## src/rtl/zeroriscy_vec_pkg.sv

```systemverilog
// Shared types and constants for the zero-riscy vector execute path.
package zeroriscy_vec_pkg;

    localparam int unsigned VEC_LANES  = 4;
    localparam int unsigned VEC_LANE_W = 32;

    typedef logic [VEC_LANES-1:0][VEC_LANE_W-1:0] vec_t;

    typedef enum logic [3:0] {
        VEC_ADD = 4'd0,
        VEC_SUB = 4'd1,
        VEC_SLL = 4'd2,
        VEC_SRL = 4'd3,
        VEC_SRA = 4'd4
    } vec_op_e;

    typedef enum logic [1:0] {
        IDLE,
        EXEC,
        WB
    } vec_state_e;

endpackage

```

## src/rtl/zeroriscy_vector_alu.sv

```systemverilog
// Stateless 4-lane x 32-bit vector ALU; flags any opcode outside the defined set.
module zeroriscy_vector_alu
    import zeroriscy_vec_pkg::*;
(
    input  logic [3:0] op,
    input  vec_t       arg_a,
    input  vec_t       arg_b,
    output vec_t       res,
    output logic       illegal
);

    always_comb begin
        res     = '0;
        illegal = 1'b0;
        for (int unsigned i = 0; i < VEC_LANES; i++) begin
            case (op)
                VEC_ADD: res[i] = arg_a[i] + arg_b[i];
                VEC_SUB: res[i] = arg_a[i] - arg_b[i];
                VEC_SLL: res[i] = arg_a[i] << arg_b[i][4:0];
                VEC_SRL: res[i] = arg_a[i] >> arg_b[i][4:0];
                VEC_SRA: res[i] = $unsigned($signed(arg_a[i]) >>> arg_b[i][4:0]);
                default: begin
                    res[i]  = '0;
                    illegal = 1'b1;
                end
            endcase
        end
    end

endmodule

```

## src/rtl/zeroriscy_vector_ex_ctrl.sv

```systemverilog
// Vector execute controller: FSM, 8-entry vector register file and operand latches.
// Optional scalar broadcast of operand B enabled by defining ZERORISCY_VEC_BCAST_EN.
module zeroriscy_vector_ex_ctrl
    import zeroriscy_vec_pkg::*;
#(
    parameter int unsigned NUM_VREGS = 8,
    parameter int unsigned VREG_AW   = $clog2(NUM_VREGS)
) (
    input  logic               clk,
    input  logic               rst,
    input  logic               cmd_valid_i,
    output logic               cmd_ready_o,
    input  logic [3:0]         cmd_opcode_i,
    input  logic [VREG_AW-1:0] cmd_rd_i,
    input  logic [VREG_AW-1:0] cmd_rs1_i,
    input  logic [VREG_AW-1:0] cmd_rs2_i,
    input  logic               cmd_bcast_i,
    input  logic [31:0]        cmd_scalar_i,
    input  logic               wr_valid_i,
    output logic               wr_ready_o,
    input  logic [VREG_AW-1:0] wr_addr_i,
    input  logic [127:0]       wr_data_i,
    input  logic [VREG_AW-1:0] rd_addr_i,
    output logic [127:0]       rd_data_o,
    output logic               done_o,
    output logic               err_o,
    output logic [127:0]       result_o,
    output logic               busy_o
);

    vec_state_e         state;
    vec_t               vregs [NUM_VREGS];
    logic [3:0]         op_q;
    logic [VREG_AW-1:0] rd_q;
    vec_t               arg_a_q;
    vec_t               arg_b_q;
    vec_t               res_q;
    logic               illegal_q;
    logic               done_q;
    logic               err_q;

    vec_t               arg_b_next;
    vec_t               alu_res;
    logic               alu_illegal;

`ifdef ZERORISCY_VEC_BCAST_EN
    always_comb begin
        arg_b_next = vregs[cmd_rs2_i];
        if (cmd_bcast_i) begin
            arg_b_next = {VEC_LANES{cmd_scalar_i}};
        end
    end
`else
    logic unused_bcast;
    assign unused_bcast = ^{cmd_bcast_i, cmd_scalar_i};

    always_comb begin
        arg_b_next = vregs[cmd_rs2_i];
    end
`endif

    zeroriscy_vector_alu u_alu (
        .op      (op_q),
        .arg_a   (arg_a_q),
        .arg_b   (arg_b_q),
        .res     (alu_res),
        .illegal (alu_illegal)
    );

    // Ready signals depend on state only, keeping them free of input paths.
    assign cmd_ready_o = (state == IDLE);
    assign wr_ready_o  = (state != WB);
    assign busy_o      = (state != IDLE);
    assign done_o      = done_q;
    assign err_o       = err_q;
    assign result_o    = res_q;
    assign rd_data_o   = vregs[rd_addr_i];

    always_ff @(posedge clk) begin
        if (rst) begin
            state     <= IDLE;
            op_q      <= '0;
            rd_q      <= '0;
            arg_a_q   <= '0;
            arg_b_q   <= '0;
            res_q     <= '0;
            illegal_q <= 1'b0;
            done_q    <= 1'b0;
            err_q     <= 1'b0;
            for (int unsigned i = 0; i < NUM_VREGS; i++) begin
                vregs[i] <= '0;
            end
        end else begin
            done_q <= 1'b0;
            err_q  <= 1'b0;

            // Operands below sample the pre-edge contents, so a same-cycle scalar write is not bypassed.
            if (wr_valid_i && wr_ready_o) begin
                vregs[wr_addr_i] <= wr_data_i;
            end

            case (state)
                IDLE: begin
                    if (cmd_valid_i) begin
                        op_q    <= cmd_opcode_i;
                        rd_q    <= cmd_rd_i;
                        arg_a_q <= vregs[cmd_rs1_i];
                        arg_b_q <= arg_b_next;
                        state   <= EXEC;
                    end
                end
                EXEC: begin
                    res_q     <= alu_res;
                    illegal_q <= alu_illegal;
                    done_q    <= 1'b1;
                    err_q     <= alu_illegal;
                    state     <= WB;
                end
                WB: begin
                    if (!illegal_q) begin
                        vregs[rd_q] <= res_q;
                    end
                    state <= IDLE;
                end
                default: state <= IDLE;
            endcase
        end
    end

endmodule

```

## config.mk

```make
export PLATFORM = sky130hd
export DESIGN_NAME = zeroriscy_vector_ex_ctrl
export DESIGN_NICKNAME = d
export VERILOG_FILES = /design/src/rtl/zeroriscy_vec_pkg.sv /design/src/rtl/zeroriscy_vector_alu.sv /design/src/rtl/zeroriscy_vector_ex_ctrl.sv
export SDC_FILE = /design/constraint.sdc
export NUM_CORES = 2
export LEC_CHECK = 0
export CELL_PAD_IN_SITES_DETAIL_PLACEMENT = 2
export CELL_PAD_IN_SITES_GLOBAL_PLACEMENT = 2
export CORE_MARGIN = 2
export CORE_UTILIZATION = 45
export CTS_CLUSTER_SIZE = 14
export DETAILED_ROUTE_END_ITERATION = 7
export MAX_ROUTING_LAYER = met4
export PLACE_DENSITY = 0.85
export SETUP_SLACK_MARGIN = 0.15
export SLEW_MARGIN = 30
export SYNTH_ARGS = -nofsm -noshare
export SYNTH_HDL_FRONTEND = slang
export SYNTH_SLANG_ARGS = --single-unit
```

## constraint.sdc

```tcl
create_clock -name clk -period 11.5 [get_ports clk]
set_input_delay 3.45 -clock clk [delete_from_list [all_inputs] [get_ports clk]]
set_output_delay 3.45 -clock clk [all_outputs]
set_load 0.05 [all_outputs]
```

# Word level (Yosys, flattened, before mapping)

Memory sizes are Yosys's and may differ from the RTL's. A register that Yosys moved wholly into a read port is not among the register bits.
Cells that the tools add are included.

Memories kept: 1
Output and inout bits: 261
Flip-flop bits (word level): 140
Memory bits (writable): 1024
Word-level logic and storage cells: 72
Input port bits: 184

Shifts and indexed selects: 12
Reductions and logical operators: 9
Muxes and demuxes: 23
Eq/ne operators: 8
Bitwise gates (word level): 1
Add/subtract/negate cells: 8

Memory list:

| name  | depth | width | rd ports | clocked after Yosys merged registers in | wr ports | line                           | source |
|---|---|---|---|---|---|---|---|
| vregs | 8     | 128   | 3        | 2                                       | 8        | zeroriscy_vector_ex_ctrl.sv:32 | `vec_t vregs [NUM_VREGS];` |

Operators by type and width:

| kind                                                 | count |
|---|---|
| case mux 32 bit (5 select lines)                     | 4 |
| two-way mux 128 bit                                  | 2 |
| OR reduction 128 bit                                 | 2 |
| adder 32 bit                                         | 4 |
| left shift 32 x 5 -> 32 bit                          | 4 |
| >> shifter 32 x 5 -> 32 bit                          | 4 |
| >>> shifter 32 x 5 -> 32 bit                         | 4 |
| subtractor 32 bit                                    | 4 |
| two-way mux 1 bit                                    | 13 |
| equality test 4 x 2 -> 1 bit (second input constant) | 2 |
| two-way mux 3 bit                                    | 2 |
| OR reduction 5 bit                                   | 1 |
| equality test 4 x 1 -> 1 bit (second input constant) | 1 |
| equality test 4 x 3 -> 1 bit (second input constant) | 1 |
| zero test 4 bit                                      | 1 |
| != test 2 bit (second input constant)                | 2 |
| case mux 2 bit (2 select lines)                      | 1 |
| equality test 2 x 1 -> 1 bit (second input constant) | 1 |
| equality test 2 bit (second input constant)          | 1 |
| zero test 2 bit                                      | 1 |
| two-way mux 2 bit                                    | 1 |
| AND reduction 2 bit                                  | 1 |
| nonzero test 2 bit                                   | 1 |
| OR reduction 2 bit                                   | 1 |
| other kinds (2)                                      | 2 |

# Logic depth before layout (Yosys ltp)

Depth in word-level cells: 8
Gate-level depth with buffers: 24
Depth with buffers taken out: 20

# By module

From an unflattened synthesis, not the netlist that was laid out.

Cells, all modules: 9668
Area total of the unflattened synthesis: 98548.3 µm²

By module, submodules not included:

| module                   | cells an instance | area each (µm²) | instances |
|---|---|---|---|
| zeroriscy_vector_ex_ctrl | 6380              | 74659.1         | 1 |
| zeroriscy_vector_alu     | 3288              | 23889.2         | 1 |

# Worst setup path before layout

OpenSTA, ideal clock, no wires.

Kind: input to output
Start: in rd_addr_i[0]
End: out rd_data_o[100]
Stages: 5
Slack: 2523 ps
Data arrival time: 5527 ps
Buffers on the path: 3
Data required time: 8050 ps
Path through: clkbuf_1 -> buf_1 -> buf_1 -> mux4_2 -> mux2_2

Longest elaborated chain between the ends: 1

Ends and longest elaborated chain:

| item                      | line                           | source |
|---|---|---|
| start, declared           | zeroriscy_vector_ex_ctrl.sv:23 | `input logic [VREG_AW-1:0] rd_addr_i,` |
| memory read (8 x 128 bit) | n/a                            |  |
| end, declared             | zeroriscy_vector_ex_ctrl.sv:24 | `output logic [127:0] rd_data_o,` |

No other way between the ends.

# Worst setup path after layout

Start: in rd_addr_i[0]
End: out rd_data_o[83]

The elaborated chain is that of the path after synthesis.

==> key figures <==
Status
  – Status: complete, no violations

Clocking
  – Sinks on the clock net: 1,420
  – Clock transition at path regs: 0.06 ns
  – CTS H-Tree Depth: 4
  – CTS buffer count: 166
  – TritonCTS clock tree: yes
  – CTS Hold Bufs: 0
  – CTS root buf: clkbuf_16
  – Clk Latency, worst-skew pair: 0.90 ns
  – Post_cts resized: 0
  – Setup Fix Bufs, Post-CTS: 0
  – Clk buf depth: 3

STA
  – Max-slew headroom: 19.9%
  – Fin. max-slew vios: 0
  – Hold Vio Cnt, Final: 0
  – Fmax: 102 MHz
  – Setup violators final: 0
  – Skew final: 0.0714 ns
  – Post-layout min period: 9.85 ns
  – Unrepaired setup endpoints after global routing: false
  – Worst Tran Pin Value: 1.20 ns
  – Crit share post-route: 85.6%
  – Setup TNS: 0 ns
  – Hold_ws: 0.521 ns
  – Setup ws final: 1.65 ns

Critical path
  – Slack of the worst reg-to-reg path: 5.44 ns
  – CP Capture Type: primary output
  – Setup crit start kind: primary input
  – Worst r2r src: arg_b_q[65]$_SDFFE_PP0P_
  – Worst R2R Path Depth: 20
  – Kind of cell adding the most delay to the critical path: buffers and inverters
  – Reg2reg end: result_o[95]$_SDFFE_PP0P_
  – Buffers & Inverters on Critical Path: 4
  – Slowest stage delay, CP: 0.73 ns
  – CP Max Fanout: 39
  – CP endpoint: rd_data_o[83]
  – Critical path origin: rd_addr_i[0]
  – CP Cell Sequence: buf_8, buf_16, buf_12, mux4_2, mux2_2, clkdlybuf4s50_1
  – Required @ worst endpoint: 8.05 ns
  – Setup CP Type: in -> out
  – CP max-delay cell: clkdlybuf4s50_1
  – CP Depth: 6
  – Crit path DAT: 6.40 ns

Detailed routing
  – Met3 wire len: 41.4 mm
  – 1st-pass router iterations: 6
  – DR top layer: met4
  – DRT iter0 DRCs: 11,700
  – Post-route antenna net violation count: 0
  – Routed len/inst: 39.4 um
  – WL met1: 167 mm
  – Wire length on met2: 220 mm
  – Vias: 84,800
  – DRC: 0
  – Routed wire length: 458 mm
  – Avg Vias per Cell: 7.30

Final layout
  – Fillers: 20,300
  – Fin util: 51.3%
  – Fin nets: 8,982
  – Commonest non-fill, non-tap cell in the layout: nor2_1
  – Synth-to-layout area growth: 13.2%
  – Share of layout cells above drive strength 1: 18.4%
  – Most frequent cells in the layout: nor2_1 (1,756), edfxtp_1 (1,024), mux4_2 (854)
  – Finished Layout Cells: 11,600

Synth
  – Largest cells by area after synthesis: edfxtp_1 (32%), mux4_2 (20%), dfxtp_1 (8.3%)
  – Post-synth top area cell: edfxtp_1
  – Top FF cell, synth: edfxtp_1
  – Distinct cells, synth: 86
  – Post-Syn Area per Cell: 11.0 sq um
  – Sequential share of the synthesized area: 40.6%
  – Post-synth EDFFs: 1,024
  – #FFs+latches synth: 1,420
  – Cells after synthesis: 8,668
  – Share of synthesized registers carrying an async set or reset: 0%
  – Top cell type's share of synthesized area: 32.3%
  – Netlist Area Pre-Place: 0.0952 sq mm
  – Synth Warn #: 0
  – Syn Nets: 8,988

GRT
  – Antenna violations before repair: 16
  – GRT overflow: 0
  – All-Layer GR Usage: 42.9%
  – First-pass GRT wire length: 663 mm
  – Largest net degree at the start of global routing: 198
  – Vias in the first global route: 90,400

Power
  – Net load switching power: 5970 uW
  – Power per cell area: 154 mW/mm^2
  – VDD IR max: 172 uV
  – Net Sw Frac: 36.1%
  – P_int: 10,600 uW
  – Static Leak: 0.0382 uW
  – Clk pwr share: 34.6%
  – Sequential Power Share: 38.0%
  – Combinational share of power: 27.4%

Die
  – Cell row count: 168
  – Die area: 0.215 sq mm
  – Initial core utilization: 45.3%
  – DIE WIDTH: 464 um
  – Die Y: 464 um
  – Number of top-level pins: 445
  – Placeable core area: 0.210 sq mm

Min path
  – Hold Startpoint: rd_q[0]$_SDFFE_PP0P_
  – WHS Path Cells: 2
  – HP Class: reg -> reg

Place
  – Place WS: 1.76 ns
  – DPL Wire Length: 285 mm
  – Dpl cells: 11,300
  – Port buffer count: 411
  – Routability cong.: 0.975

Job
  – Max Cap Viol: 0
-- flip-flops by register name (all words and copies together) (netlist names) --
register	count
op_q	4
state	2
rd_q	3
result_o	128
illegal_q	1
arg_b_q	128
vregs	1024
err_o	1
arg_a_q	128
done_o	1
-- power groups by stage --
stage                     clock (uW)  sequential (uW)  combinational (uW)
after detailed placement           0             6330                4300
after floorplan                    0             6200                2850
after CTS                       5730             6250                4430
final                           5720             6290                4540
after global routing            5880             6290                4750
after global placement             0             6260                4100
-- worst min-delay path, delay by kind of cell (launching register included) --
family	cells	cell delay [ns]
flip-flops	1	0.32
AO/OA/AOI/OAI	1	0.07
AND/OR/NAND/NOR	1	0.07
-- worst min path at each step --
stage	endpoint	slack (ns)
6_report	rd_q[0]$_SDFFE_PP0P_	0.52
5_1_grt	rd_q[0]$_SDFFE_PP0P_	0.52
4_1_cts	rd_q[0]$_SDFFE_PP0P_	0.51
3_5_place_dp	rd_q[0]$_SDFFE_PP0P_	0.49
3_3_place_gp	rd_q[0]$_SDFFE_PP0P_	0.46
2_1_floorplan	rd_q[0]$_SDFFE_PP0P_	0.44
-- metrics by stage --
step / power (uW) / instance area, sq um
3_3_place_gp: 10400 / 102000
4_1_cts: 16400 / 108000
2_1_floorplan: 9050 / 95200
5_1_grt: 16900 / 108000
6_report: 16600 / 108000
3_5_place_dp: 10600 / 102000
-- cell usage after synthesis, types with 23 or more instances --
cell type     n
nor2_1     1760
edfxtp_1   1024
mux4_2      854
mux2i_1     590
clkbuf_1    546
nand2_1     504
o21ai_0     423
a21oi_1     401
dfxtp_1     396
a211oi_1    361
mux2_2      208
buf_1       190
ha_1        132
xnor2_1     128
xor2_1       91
nor3_1       84
o211ai_1     82
nand2b_1     79
nand3_1      79
inv_1        58
a221oi_1     51
o31ai_1      48
a21o_1       47
a31oi_1      36
o22ai_1      29
nor2b_1      28
and2_1       25
a22oi_1      24
and3_1       23
-- routing by layer --
| metal | track usage [%] | vias up |
|---|---|---|
| met5 | - | - |
| met4 | 24.3 | 0 |
| met3 | 8.04 | 1643 |
| met2 | 68.5 | 5962 |
| met1 | 51.1 | 44100 |
| li1 | - | 33100 |
-- logic make-up (layout without fill, tap and decap cells) --
group	after synthesis	in the layout	synth area share [%]
buffers and inverters	819	959	3.26
flip-flops	1420	1420	40.6
AND/OR/NAND/NOR	2697	2697	11.7
XOR/XNOR	219	219	2.02
multiplexers	1652	1652	28.9
adder cells (fa/ha/maj)	136	136	1.82
AO/OA/AOI/OAI	1725	1725	11.7
other	0	14	0
-- layout make-up --
type	instances	area [sq um]	share of cell area [%]
Clock buffer	227	4760	4.42
Tap cell	2805	3510	3.26
Sequential cell	1420	38700	35.9
Timing Repair Buffer	579	5800	5.39
Multi-Input combinational cell	6429	53700	49.9
Inverter	66	248	0.230
Antenna cell	14	35.0	0.0325
Clock inverter	87	940	0.872
Power figures use the tool's default switching activity.
